## src/rtl/n_bit_iter_shifter.sv

```systemverilog
// Iterative shifter: SLL/SRL/SRA/ROL, moving up to STEP bit positions per cycle.
// A request is accepted in IDLE or DONE; done pulses for one cycle with the result.
module n_bit_iter_shifter #(
    parameter int WIDTH = 32,
    parameter int STEP  = 4
) (
    input  logic                       clk,
    input  logic                       rst_n,
    input  logic                       start,
    input  logic [1:0]                 op,
    input  logic [WIDTH-1:0]           operand,
    input  logic [$clog2(WIDTH)-1:0]   shamt,
    input  logic                       kill,
    output logic                       ready,
    output logic                       busy,
    output logic                       done,
    output logic [WIDTH-1:0]           result
);

    localparam int SHAMT_W = $clog2(WIDTH);
    localparam logic [SHAMT_W:0] STEP_C  = (SHAMT_W+1)'(STEP);
    localparam logic [SHAMT_W:0] WIDTH_C = (SHAMT_W+1)'(WIDTH);

    localparam logic [1:0] OP_SLL = 2'b00;
    localparam logic [1:0] OP_SRL = 2'b01;
    localparam logic [1:0] OP_ROL = 2'b10;
    localparam logic [1:0] OP_SRA = 2'b11;

    typedef enum logic [1:0] {IDLE, SHIFT, DONE} state_t;

    state_t               state, nstate;
    logic [WIDTH-1:0]     work;
    logic [1:0]           op_q;
    logic [SHAMT_W-1:0]   remaining;

    logic                 accept;
    logic [SHAMT_W:0]     k_ext;
    logic [SHAMT_W-1:0]   k;
    logic [SHAMT_W:0]     rol_back;
    logic [WIDTH-1:0]     shifted;
    logic                 last_step;

    assign ready = (state == IDLE) || (state == DONE);
    assign busy  = (state == SHIFT);
    assign done  = (state == DONE);

    always_comb begin
        accept    = start & ready & ~kill;
        // k never exceeds remaining, so it always fits in SHAMT_W bits even when STEP == WIDTH
        k_ext     = ({1'b0, remaining} < STEP_C) ? {1'b0, remaining} : STEP_C;
        k         = k_ext[SHAMT_W-1:0];
        rol_back  = WIDTH_C - {1'b0, k};
        last_step = (remaining == k);
        shifted   = work;
        case (op_q)
            OP_SLL:  shifted = work << k;
            OP_SRL:  shifted = work >> k;
            OP_SRA:  shifted = $signed(work) >>> k;
            OP_ROL:  shifted = (work << k) | (work >> rol_back);
            default: shifted = work;
        endcase

        nstate = state;
        case (state)
            IDLE: begin
                if (accept) nstate = (shamt == '0) ? DONE : SHIFT;
            end
            SHIFT: begin
                if (kill)           nstate = IDLE;
                else if (last_step) nstate = DONE;
            end
            DONE: begin
                if (accept) nstate = (shamt == '0) ? DONE : SHIFT;
                else        nstate = IDLE;
            end
            default: nstate = IDLE;
        endcase
    end

    always_ff @(posedge clk or negedge rst_n) begin
        if (!rst_n) begin
            state     <= IDLE;
            work      <= '0;
            op_q      <= '0;
            remaining <= '0;
            result    <= '0;
        end else begin
            state <= nstate;
            if (accept) begin
                work      <= operand;
                op_q      <= op;
                remaining <= shamt;
                if (shamt == '0) result <= operand;
            end else if (state == SHIFT) begin
                if (kill) begin
                    remaining <= '0;
                end else begin
                    work      <= shifted;
                    remaining <= remaining - k;
                    if (last_step) result <= shifted;
                end
            end
        end
    end

endmodule

```

## config.mk

```make
export PLATFORM = sky130hd
export DESIGN_NAME = n_bit_iter_shifter
export DESIGN_NICKNAME = d
export VERILOG_FILES = /design/src/rtl/n_bit_iter_shifter.sv
export SDC_FILE = /design/constraint.sdc
export NUM_CORES = 1
export LEC_CHECK = 0
export CAP_MARGIN = 15
export CORE_MARGIN = 2
export CORE_UTILIZATION = 35
export DETAILED_ROUTE_END_ITERATION = 8
export GPL_TIMING_DRIVEN = 0
export HOLD_SLACK_MARGIN = 0.02
export MAX_ROUTING_LAYER = met4
export PLACE_DENSITY = 0.61
export SLEW_MARGIN = 5
export SYNTH_ARGS = -nofsm -noshare
export SYNTH_HDL_FRONTEND = slang
export SYNTH_SLANG_ARGS = --single-unit
```

## constraint.sdc

```tcl
create_clock -name clk -period 10.5 [get_ports clk]
set_clock_uncertainty 0.05 [all_clocks]
set_input_delay 2.1 -clock clk [delete_from_list [all_inputs] [get_ports clk]]
set_output_delay 2.1 -clock clk [all_outputs]
set_load 0.05 [all_outputs]
```

# ---- After elaboration in Yosys (flattened, before gate mapping)
# Index checks and enable logic that the tools add are counted.
dict set report totals {
  n_memories 0
  ram_bits 0
  in_bits 43
  latch_bits 0
  elab_cells 54
  rom_bits 0
  output_inout_bits 35
  regBits 73
}
dict set report classes {
  eq_ne 10
  reduce_logical 9
  mux 19
  n_shift 4
  n_mul 0
  n_div 0
  n_lt_le_gt_ge 1
  bitwise_logic 4
  addsub 2
}
# op n
set op_table {}
lappend op_table {{two-way mux 32 bit} 8}
lappend op_table {{case mux 32 bit (4 select lines)} 1}
lappend op_table {{OR 32 bit} 1}
lappend op_table {{<< shifter 32 x 5 -> 32 bit} 1}
lappend op_table {{right shift 32 x 5 -> 32 bit} 1}
lappend op_table {{right shift 32 x 6 -> 32 bit} 1}
lappend op_table {{>>> shifter 32 x 5 -> 32 bit} 1}
lappend op_table {{two-way mux 5 bit} 4}
lappend op_table {{two-way mux 2 bit} 5}
lappend op_table {{equality test 2 bit, second input constant} 3}
lappend op_table {{case mux 2 bit (3 select lines)} 1}
lappend op_table {{subtractor 6 x 5 -> 6 bit, first input constant} 1}
lappend op_table {{equality test 5 bit} 1}
lappend op_table {{zero test 5 bit} 1}
lappend op_table {{less-than comparator 5 x 3 -> 1 bit, second input constant} 1}
lappend op_table {{subtractor 5 bit} 1}
lappend op_table {{equality test 2 x 1 -> 1 bit, second input constant} 2}
lappend op_table {{zero test 2 bit} 2}
lappend op_table {{inequality test 2 x 1 -> 1 bit, second input constant} 2}
lappend op_table {{AND reduction 2 bit} 2}
lappend op_table {{AND reduction 4 bit} 1}
lappend op_table {{nonzero test 2 bit} 2}
lappend op_table {{inequality test 3 x 2 -> 1 bit, second input constant} 1}
lappend op_table {{bitwise AND 1 bit} 2}
lappend op_table {{3 further kinds} 3}

# ---- Logic depth before layout (Yosys ltp)
dict set report logic_depth {
  depth_word 10
  depth_mapped 14
  depth_no_buf 9
}

# ---- Worst setup path after synthesis
# No wires, ideal clock.
dict set report synth_timing {
  path_kind {in2reg}
  startpoint {in kill}
  endpoint {reg result[3]}
  arrival_time_ns 3.828
  t_required_ns 10.305
  setup_ns 0.145
  n_path_buf 2
  stages 8
  setup_slack_ns 6.477
  cell_sequence {or3b_1 -> clkbuf_1 -> a2111oi_4 -> a21oi_1 -> clkbuf_1 -> or3_1 -> o21ai_0 -> a21oi_1}
}
dict set report synth_between {
  elab_chain_len 4
  elab_cells_between_ends 8
  classes_between {eq/ne: 2; mux: 1; bitwise: 2; reduce/logical: 3}
}
# item line
set synth_lines {}
lappend synth_lines {{from (decl)} 13} ;# input logic kill,
lappend synth_lines {{inverter 1 bit} 48} ;# accept = start & ready & ~kill;
lappend synth_lines {{bitwise AND 1 bit} 48}
lappend synth_lines {{inequality test 2 x 1 -> 1 bit (no line) / nonzero test 2 bit (equally long branches)} --}
lappend synth_lines {{AND reduction 4 bit (no line)} --}
lappend synth_lines {{to (signal assigned)} 93} ;# if (shamt == '0) result <= operand;
lappend synth_lines {{to (signal assigned)} 100} ;# if (last_step) result <= shifted;
lappend synth_lines {{to (decl)} 17} ;# output logic [WIDTH-1:0] result
# Several ways; a longest one is shown, not always the timed one.
# A chain may end at the register's enable or synchronous reset.

# ---- Final worst setup path
dict set report layout_timing {
  startpoint {reg remaining[0]}
  endpoint {reg result[3]}
}
dict set report layout_between {
  elab_chain_len 10
  elab_cells_between_ends 16
  classes_between {add/sub: 1; order compare: 1; eq/ne: 1; shift: 4; mux: 6; bitwise: 1; reduce/logical: 2}
}
# item line
set layout_lines {}
lappend layout_lines {{from (decl)} 34} ;# logic [SHAMT_W-1:0] remaining;
lappend layout_lines {{from (signal assigned)} 92} ;# remaining <= shamt;
lappend layout_lines {{from (signal assigned)} 99} ;# remaining <= remaining - k;
lappend layout_lines {{less-than comparator 5 x 3 -> 1 bit} 50} ;# k_ext = ({1'b0, remaining} < STEP_C) ? {1'b0, remaining} : STEP_C;
lappend layout_lines {{two-way mux 5 bit} 50}
lappend layout_lines {{subtractor 6 x 5 -> 6 bit} 52} ;# rol_back = WIDTH_C - {1'b0, k};
lappend layout_lines {{right shift 32 x 6 -> 32 bit} 59} ;# OP_ROL: shifted = (work << k) | (work >> rol_back);
lappend layout_lines {{OR 32 bit} 59}
lappend layout_lines {{case mux 32 bit (4 select lines)} 55} ;# case (op_q)
lappend layout_lines {{two-way mux 32 bit} 100}
lappend layout_lines {{two-way mux 32 bit} 95} ;# if (kill) begin
lappend layout_lines {{two-way mux 32 bit} 94} ;# end else if (state == SHIFT) begin
lappend layout_lines {{two-way mux 32 bit} 89} ;# if (accept) begin
# Several ways; a longest one is shown, not always the timed one. The select of a mux whose other input is x is not followed.

==> out/qor.txt <==
STATUS
------------------------------------------------------------------------------
Run status ...................................................... finished, final reports clean

DIE
------------------------------------------------------------------------------
Row count .......................................................           50
Die X ...........................................................       142 um
Initial standard-cell utilization of the core ...................        35.6%
Total Die Area ..................................................    20200 um2
Vertical die dimension ..........................................       142 um
Total I/O pin count .............................................           78
Placeable core area .............................................    18700 um2

SYNTHESIS
------------------------------------------------------------------------------
Area fraction of the dominant cell type after synthesis .........        27.4%
Count of warnings emitted by yosys ..............................            0
Nets in the synthesized netlist .................................          838
Part of the Yosys area used for sequential elements .............        27.4%
Count of state elements after synthesis .........................           73
Post-synth ARST share ...........................................         100%
Synthesized instance count ......................................          792
Leading cell types by total area after synthesis ................ dfrtp_1 27%, mux4_2 9.5%, mux2i_1 6.8%
Count of distinct cell types in the synthesized netlist .........           73
Number of flops mapped to enable cells by yosys .................            0
Post-synth design cell area .....................................     6670 um2
Dominant cell type by area after synthesis ......................      dfrtp_1
Most used flip-flop cell after synthesis ........................      dfrtp_1
Synthesized area divided by synthesized cell count ..............     8.42 um2

GRT
------------------------------------------------------------------------------
Via count of the first global-routing pass ......................         7398
Antenna violations before repair ................................            0
First-pass GRT wire length ......................................     52100 um
GRT Util Overall ................................................        37.3%
Total grt overflow ..............................................            0
Largest net degree at the start of global routing ...............           47

WORST SETUP PATH
------------------------------------------------------------------------------
Sort of element at the end of the critical path .................    flip-flop
Arrival time reported for the critical path endpoint ............      5.73 ns
Critical Path Slowest Stage Cell ................................      nor4b_4
Kind of cell adding the most delay to the critical path ......... buffers and inverters
Crit path launch type ...........................................    flip-flop
Required time of the worst setup path ...........................     10.66 ns
Worst setup path category .......................................      reg2reg
Delay of the slowest cell on the worst path .....................      0.83 ns
CP Max Fanout ...................................................           10
Crit path buffers/inverters .....................................            8
Crit-path cells ................................................. buf_2, nor4b_4, inv_4, buf_2, buf_2, ha_1, clkbuf_1, buf_1, clkbuf_1, clkbuf_1, o211ai_1, a211oi_1, a21oi_1

DRT
------------------------------------------------------------------------------
Routed vias/inst ................................................         6.84
Vias post-DR ....................................................         7656
DRT Wirelength ..................................................     36400 um
Antenna viol nets, final ........................................            0
Drc violations ..................................................            0
Initial DRC Count ...............................................         1079
Routed wire length per instance .................................      32.5 um
Iteration count of the initial detailed-routing pass ............            8

CLOCK NETWORK
------------------------------------------------------------------------------
Clock tree sinks ................................................           73
Count of H-tree levels built during CTS .........................            3
Number of buffers inserted during clock tree synthesis ..........            9
Root cell of the clock tree .....................................    clkbuf_16
Clock-pin transition on the worst setup and hold timing paths ...      0.07 ns
Number of resized instances in the post-cts repair step .........            0
Number of setup buffers added after CTS .........................            0
Clock network latency to the later pin of the worst-skew pair ...      0.37 ns
Number of buffers inserted by hold repair at cts ................            0
TritonCTS clock tree ............................................        built
Maximum number of buffers from clock root to sink ...............            2

TIMING
------------------------------------------------------------------------------
Tmin final ......................................................      5.58 ns
Count of final setup violators ..................................            0
Max-Slew Margin vs Limit ........................................        10.5%
Final count of hold timing violations ...........................            0
Setup TNS after final layout ....................................         0 ns
RSZ-0062 raised after global routing ............................           no
Achievable frequency ............................................    0.179 GHz
Slew of the pin with the lowest slew margin .....................      1.33 ns
Number of max-slew violations in the final report ...............            0
Fin crit share ..................................................        53.1%

POWER AND IR DROP
------------------------------------------------------------------------------
LEAKAGE .........................................................      3.10 nW
Power Total .....................................................      3.00 mW
Max rail drop VDD ...............................................     0.138 mV
P per Cell Area .................................................   368 nW/um2

FINAL LAYOUT
------------------------------------------------------------------------------
Post-route standard cell area excluding fillers .................     8130 um2
ANT cells .......................................................            0
Most common cell after layout, fill and taps aside ..............      nand2_1
Synthesis-to-finish area growth .................................        22.0%
Most used cells in the layout excluding fill and tap cells ...... 85 x nand2_1, 76 x clkdlybuf4s50_1, 73 x dfrtp_1
Fillers .........................................................         1904
# nets final ....................................................          928
Layout cells sized above 1 ......................................        10.7%

JOB
------------------------------------------------------------------------------
Total of max-cap violations .....................................            0

PLACE
------------------------------------------------------------------------------
Port Buffers ....................................................           77
DP Wirelength ...................................................     26100 um
Last weighted congestion value of the routability-driven placer .         1.03
Total placed instance area ......................................     7770 um2

WORST HOLD PATH
------------------------------------------------------------------------------
Class of the tightest hold or removal check .....................      reg2reg

[stage by stage]
| step | hold slack, ns | utilization [%] | std cells | setup WS (ns) |
|---|---|---|---|---|
| 5_1_grt | 0.445 | 43.5 | 1120 | 4.87 |
| 2_1_floorplan | 0.437 | - | 792 | 6.48 |
| 4_1_cts | 0.434 | 43.5 | 1120 | 5.08 |
| 3_3_place_gp | 0.413 | 41.3 | 1103 | 4.41 |
| 6_report | 0.427 | 43.5 | 1120 | 4.92 |
| 3_5_place_dp | 0.419 | 41.6 | 1105 | 4.71 |
[metal layers]
| metal | wire, um | share of wire, % | GRT usage (%) | up-vias |
|---|---|---|---|---|
| met4 | 1530 | 4.2 | 14.9 | 0 |
| met3 | 4270 | 12 | 8.58 | 109 |
| met2 | 15700 | 43 | 54.4 | 579 |
| met1 | 14900 | 41 | 50.2 | 3796 |
| met5 | 0 | 0 | - | - |
| li1 | - | - | - | 3172 |
[worst reg2reg max path: cells and delay by family (launching register included)]
family | cells | cell delay [ns]
and+or+nand+nor | 1 | 0.84
buffers and inverters | 8 | 2.98
adders and majority gates | 1 | 0.32
DFF | 1 | 0.32
AOI/OAI and AO/OA | 3 | 0.92
[registers in the layout, summed over array words and instances, names as in the netlist]
register	count
result	32
work	32
remaining	5
op_q	2
state	2
[worst paths after layout]
path / startpoint / end / slack [ns] / cells past startpoint
min in group asynchronous: rst_n / result[6] / 1.62 / 1
worst min register to register: result[13] / result[13] / 0.43 / 2
max in group asynchronous: rst_n / result[22] / 8.18 / 2
worst max register to register: remaining[0] / result[3] / 4.92 / 13
worst min-delay path: result[13] / result[13] / 0.43 / 2
worst max-delay path: remaining[0] / result[3] / 4.92 / 13
[power breakdown]
part / switching, mW / internal [mW]
clock network: 0.144 / 0.256
registers: 0.115 / 0.406
logic: 1.38 / 0.693
total: 1.64 / 1.36
[cell type report]
| cell class | count | area [um2] | area share (%) |
|---|---|---|---|
| buffer | 95 | 427 | 5.25 |
| timing repair buffer | 79 | 803 | 9.88 |
| clock buffer | 10 | 229 | 2.82 |
| tap | 234 | 293 | 3.60 |
| inverter | 12 | 47.5 | 0.585 |
| multi-input combinational | 612 | 4380 | 53.8 |
| clock inverter | 5 | 129 | 1.59 |
| sequential | 73 | 1830 | 22.5 |
[Yosys cell counts (all sizes together), types with 5 or more instances]
cell,count
a221oi,8
nor2b,6
mux4,31
o21ai,62
or3,7
nand3,27
nand2,85
a311oi,6
inv,10
o221ai,5
clkbuf,68
nor4,8
mux2,16
a21o,9
a22oi,11
dfrtp,73
a31oi,22
and3,8
a221o,5
and2,12
a21oi,61
nor2,59
buf,27
o22ai,11
a211oi,14
nor3,16
nor3b,5
o31ai,6
mux2i,46
[kinds of logic (layout without fill, tap and decap cells)]
group / Yosys count / after routing / synth area share (%)
AO/OA/AOI/OAI: 260 / 260 / 25.8
AND/OR/NAND/NOR: 253 / 253 / 18.6
buffers and inverters: 107 / 201 / 7.11
multiplexers: 93 / 93 / 20.3
flip-flops: 73 / 73 / 27.4
adder cells (fa/ha/maj): 3 / 3 / 0.563
other: 2 / 2 / 0.113
XOR/XNOR: 1 / 1 / 0.131
(Power assumes the default switching activity.)
